File: config.mk
export PLATFORM = sky130hd
export DESIGN_NAME = branch_predictor
export DESIGN_NICKNAME = d
export VERILOG_FILES = /design/src/rtl/branch_predictor.sv
export SDC_FILE = /design/constraint.sdc
export NUM_CORES = 2
export LEC_CHECK = 0
export BUFFER_PORTS_ARGS = -buffer_cell sky130_fd_sc_hd__buf_2
export CAP_MARGIN = 20
export CORE_MARGIN = 4
export CORE_UTILIZATION = 50
export CTS_BUF_LIST = sky130_fd_sc_hd__clkbuf_8
export DETAILED_ROUTE_END_ITERATION = 8
export GPL_TIMING_DRIVEN = 0
export PLACE_DENSITY_LB_ADDON = 0.05
export SLEW_MARGIN = 20
export SYNTH_ARGS = -nofsm -noshare
export SYNTH_HDL_FRONTEND = slang
export SYNTH_SLANG_ARGS = --single-unit
File: constraint.sdc
create_clock -name clk -period 4.1 [get_ports clk]
set_input_delay 0.205 -clock clk [delete_from_list [all_inputs] [get_ports clk]]
set_output_delay 0.205 -clock clk [all_outputs]
set_load 0.005 [all_outputs]
File: src/rtl/branch_predictor.sv
// Direct-mapped branch target buffer with 2-bit saturating direction counters.
// Latency: lookup is combinational (zero cycles); updates take effect from the cycle after the update edge.
// Backpressure: none; one lookup and at most one update are accepted every cycle.
module branch_predictor #(
  parameter int ENTRIES = 16,
  parameter int IDX_W   = 4
) (
  input  logic        clk,
  input  logic        rst_n,
  input  logic [31:0] fetch_pc,
  output logic        predicted_taken,
  output logic [31:0] predicted_pc,
  input  logic        update_en,
  input  logic [31:0] update_pc,
  input  logic [31:0] update_target,
  input  logic        update_taken
);

  localparam int TAG_W = 30 - IDX_W;

  localparam logic [1:0] CTR_SNT = 2'b00;
  localparam logic [1:0] CTR_WNT = 2'b01;
  localparam logic [1:0] CTR_WT  = 2'b10;
  localparam logic [1:0] CTR_ST  = 2'b11;

  // Per-entry state
  logic [ENTRIES-1:0] valid_q;
  logic [TAG_W-1:0]   tag_q    [ENTRIES];
  logic [31:0]        target_q [ENTRIES];
  logic [1:0]         ctr_q    [ENTRIES];

  // Address split; the low two PC bits never participate
  logic [IDX_W-1:0] fetch_idx;
  logic [TAG_W-1:0] fetch_tag;
  logic [IDX_W-1:0] upd_idx;
  logic [TAG_W-1:0] upd_tag;
  logic             fetch_hit;
  logic             upd_hit;
  logic             unused_low_bits;

  assign fetch_idx       = fetch_pc[IDX_W+1:2];
  assign fetch_tag       = fetch_pc[31:IDX_W+2];
  assign upd_idx         = update_pc[IDX_W+1:2];
  assign upd_tag         = update_pc[31:IDX_W+2];
  assign unused_low_bits = ^{fetch_pc[1:0], update_pc[1:0]};

  // Lookup reads only the registered state, so a same-cycle update is never bypassed
  always_comb begin
    fetch_hit       = valid_q[fetch_idx] && (tag_q[fetch_idx] == fetch_tag);
    predicted_taken = fetch_hit && ctr_q[fetch_idx][1];
    predicted_pc    = predicted_taken ? target_q[fetch_idx] : fetch_pc + 32'd4;
  end

  // Update-side hit detection against the entry the resolving branch maps to
  always_comb begin
    upd_hit = valid_q[upd_idx] && (tag_q[upd_idx] == upd_tag);
  end

  // Train on resolved branches: counter steps on hits, taken misses allocate at weak-taken
  always_ff @(posedge clk or negedge rst_n) begin
    if (!rst_n) begin
      valid_q <= '0;
      for (int i = 0; i < ENTRIES; i++) begin
        tag_q[i]    <= '0;
        target_q[i] <= '0;
        ctr_q[i]    <= CTR_WNT;
      end
    end else if (update_en) begin
      if (upd_hit) begin
        if (update_taken) begin
          target_q[upd_idx] <= update_target;
          if (ctr_q[upd_idx] != CTR_ST) begin
            ctr_q[upd_idx] <= ctr_q[upd_idx] + 2'd1;
          end
        end else if (ctr_q[upd_idx] != CTR_SNT) begin
          ctr_q[upd_idx] <= ctr_q[upd_idx] - 2'd1;
        end
      end else if (update_taken) begin
        // A taken miss evicts whatever alias currently holds the slot
        valid_q[upd_idx]  <= 1'b1;
        tag_q[upd_idx]    <= upd_tag;
        target_q[upd_idx] <= update_target;
        ctr_q[upd_idx]    <= CTR_WT;
      end
    end
  end

endmodule

==> impl_metrics.tcl <==
set metrics [dict create \
    r2r_start "tag_q[198]" \
    router_iterations_before_antenna_repair 5 \
    postSynthRegisterBits 976 \
    cp_cell_sequence "buf_2 -> clkbuf_1 -> mux4_2 -> mux4_2 -> xnor2_2 -> nand2_1 -> or3b_1 -> nor3_2 -> nand4_1 -> buf_6 -> buf_12 -> mux2_4 -> buf_6" \
    synthCells 3164 \
    fin_worst_skew_ns 0.0415 \
    cp_max_delay_cell "sky130_fd_sc_hd__clkbuf_1" \
    finish.cell_count_without_fillers 4967 \
    fmax_ghz 0.225 \
    clock_tree.root_cell "sky130_fd_sc_hd__clkbuf_8" \
    synth.largest_area_cell "sky130_fd_sc_hd__dfrtp_1" \
    die_area_mm2 0.104 \
    die_w_um 323 \
    antenna_found_initial 11 \
    area_growth_syn_to_layout_pct 14.8 \
    core-area_mm2 0.0983 \
    worst_ep_required_time_ns 3.89 \
    buffer_ports.inserted 105 \
    clock_sinks 976 \
    dpl_cell_area_mm2 0.0519 \
    crit_path_start "fetch_pc[3]" \
    max-vdd-ir-drop_mv 0.356 \
    crit_path_max_incr_delay_ns 0.93 \
    rsz_0062_raised_after_global_routing "true" \
    first_global_vias 34014 \
    seq_power_share_pct 46.5 \
    dr.first_iter.drc_count 2968 \
    crit_type "input pin to output pin" \
    final_design_area_no_fill_mm2 0.0568 \
    ant_nets 0 \
    via_density 6.34 \
    layout_worst_path_cycle_share_pct 108 \
    final_nets 3655 \
    global_route_wire_length_before_repair_um 240000 \
    globalRoute.totalOverflow 0 \
    post_synthesis_net_count 3267 \
    status "finished with violations" \
    ys_warn_count 0 \
    clockPowerShare_pct 32.8 \
    layout_common_cells "sky130_fd_sc_hd__dfrtp_1, sky130_fd_sc_hd__mux2_2, sky130_fd_sc_hd__mux4_2, sky130_fd_sc_hd__clkbuf_8, sky130_fd_sc_hd__buf_2" \
    gr-max-usage-layer "met2" \
    comb_power_share_pct 20.7 \
    postSynth.asyncResetShare_pct 100 \
    crit_fanout 10 \
    worst_ep_arrival_time_ns 4.23 \
    cts_buffers 169 \
    synth-edff-count 0 \
    worst_hold_path_type "input pin to flop" \
    multi_input_comb_area_mm2 0.0238 \
    netlist-cell-type-count 65 \
    slew_violations 0 \
    path_buf_inv 5 \
    hpwl_um 115000 \
    synthFlopType "sky130_fd_sc_hd__dfrtp_1" \
    setup.worst_path.end_class "output pin" \
    routed-via-count 31501 \
    violations "setup timing" \
    remaining_drc_errors 0 \
    final_setup_viols 46 \
    fraction_of_layout_cells_with_a_size_suffix_above_1_pct 54.3 \
    fillerInstances 7779 \
    internal_power_w 0.0196 \
    post_synthesis_area_per_instance_um2 15.6 \
    power.switching_fraction_pct 28.2 \
    die_h_um 323 \
    worstMarginPinSlew_ns 1.24 \
    grt.met3_usage_pct 7.02 \
    final_worst_setup_slack_ns -0.336 \
    final-hold-violation-count 0 \
    globalRouteMet2Util_pct 52.4 \
    track_usage_pct 32.3 \
    clk-insertion-delay-late_ns 0.86 \
    route.detailed.wl_per_inst_um 33.4 \
    maximum_number_of_pins_on_one_net_before_global_route_repair 142 \
    leakage_power_total_nw 24.9 \
    worstSetupStartpointType "input pin" \
    relSlewSlack_pct 17.6 \
    tritoncts "built" \
    mostFrequentLayoutCell "sky130_fd_sc_hd__dfrtp_1" \
    synth.cell_area_mm2 0.0495 \
    met1_usage_pct 40.7 \
    synth.top_cell.area_share_pct 48.6 \
    crit_family "buffers and inverters" \
    power_density_mw_per_mm2 480 \
    clock_tree_buffer_depth 3 \
    gp_congestion 0.918 \
    period_needed_ns 4.44 \
    p_sw_w 0.00770 \
    regArea_mm2 0.0244 \
    hold_start "update_target[16]" \
    yosysSeqAreaShare_pct 49.4 \
    routed_wl_um 166000 \
    boundaryPins 133 \
    clock_tree.htree_level_count 4 \
    initial_core_util_pct 50.3 \
    dpl.cell_count 4566 \
    synthTopCellsByArea "sky130_fd_sc_hd__dfrtp_1, sky130_fd_sc_hd__mux2_2, sky130_fd_sc_hd__mux4_2" \
    totalNegativeSetupSlack_ns -9.45 \
    clk_pin_slew_worst_paths_ns 0.06 \
    num_rows 115 \
    drv_cap 0 \
]
[sequential cells by signal, indices dropped and copies added, names as in the netlist]
| name | flops |
|---|---|
| valid_q | 16 |
| ctr_q | 32 |
| target_q | 512 |
| tag_q | 416 |
[per-layer routing]
layer / wire length [µm] / vias to the layer above
li1: - / 12802
met1: 64300 / 16943
met5: 13 / -
met4: 10500 / 2
met3: 11300 / 456
met2: 79700 / 1298
[through the flow]
stage          util [%]  total power (W)  worst slack [ns]  hold slack [ns]
2_1_floorplan         -           0.0163             0.528          -0.0906
3_3_place_gp       52.5           0.0179            -17.11            0.482
3_5_place_dp       52.8           0.0183             -1.90            0.153
4_1_cts            57.5           0.0274            -0.363            0.112
5_1_grt            57.8           0.0284            -0.370            0.188
6_report           57.8           0.0273            -0.336            0.213
[final cells by class]
type / count / share of cell area, %
sequential: 976 / 43.0
tap: 1287 / 2.83
inverter: 13 / 0.0859
timing repair buffer: 217 / 3.25
clock inverter: 78 / 0.824
antenna: 10 / 0.0441
multi-input combinational: 1881 / 42.0
clock buffer: 211 / 5.11
buffer: 294 / 2.84
[worst paths after layout]
| kind | depth (start not counted) | end | slack (ns) |
|---|---|---|---|
| setup / recovery | 13 | predicted_pc[27] | -0.34 |
| hold / removal | 3 | target_q[304] | 0.21 |
| setup reg to reg | 12 | tag_q[344] | 0.04 |
| hold reg to reg | 1 | target_q[290] | 0.50 |
| max in group asynchronous | 6 | target_q[148] | 1.63 |
| min in group asynchronous | 4 | tag_q[381] | 0.55 |
[power groups by stage]
stage	clock network [W]	registers, W	logic, W
after detailed placement	0	0.0128	0.00546
after CTS	0.00913	0.0126	0.00563
after global placement	0	0.0127	0.00526
after global routing	0.00955	0.0129	0.00600
final	0.00894	0.0127	0.00565
after floorplan	0	0.0123	0.00396
[kinds of logic after synthesis]
group           share of synthesized area, %
buf+inv                                 2.86
flops                                   49.4
simple gates                            2.36
xor+xnor                                1.61
compound gates                          1.74
mux                                     41.9
fa+ha+maj                             0.0759
[worst register-to-register path, delay by kind of cell, from the launching register on]
family	cells	cell delay (ns)
multiplexers	3	1.20
AO/OA/AOI/OAI	3	0.78
flip-flops	1	0.40
buffers and inverters	3	0.69
AND/OR/NAND/NOR	3	0.85
[cells in the mapped netlist, drive strengths merged (9+ instances only)]
| cell | count |
|---|---|
| o21ai | 24 |
| nand3 | 29 |
| clkbuf | 162 |
| nor3 | 20 |
| mux2 | 1006 |
| nand2 | 38 |
| or2 | 19 |
| mux4 | 370 |
| a211oi | 9 |
| a22oi | 17 |
| mux2i | 94 |
| xnor2 | 63 |
| nor2 | 35 |
| inv | 13 |
| dfrtp | 960 |
| o22ai | 12 |
| a221oi | 11 |
| dfstp | 16 |
| nand4 | 12 |
| buf | 132 |
| xor2 | 28 |
| nor2b | 18 |
[what timing repair did]
action,4_1_cts,5_1_grt
endpoints found under the hold margin,894,0
resized for setup,131,31
setup endpoints to repair,378,138
hold buffers,63,0
pin swaps,7,10
gates cloned,1,0
setup buffers,19,20
(Power assumes the default switching activity.)
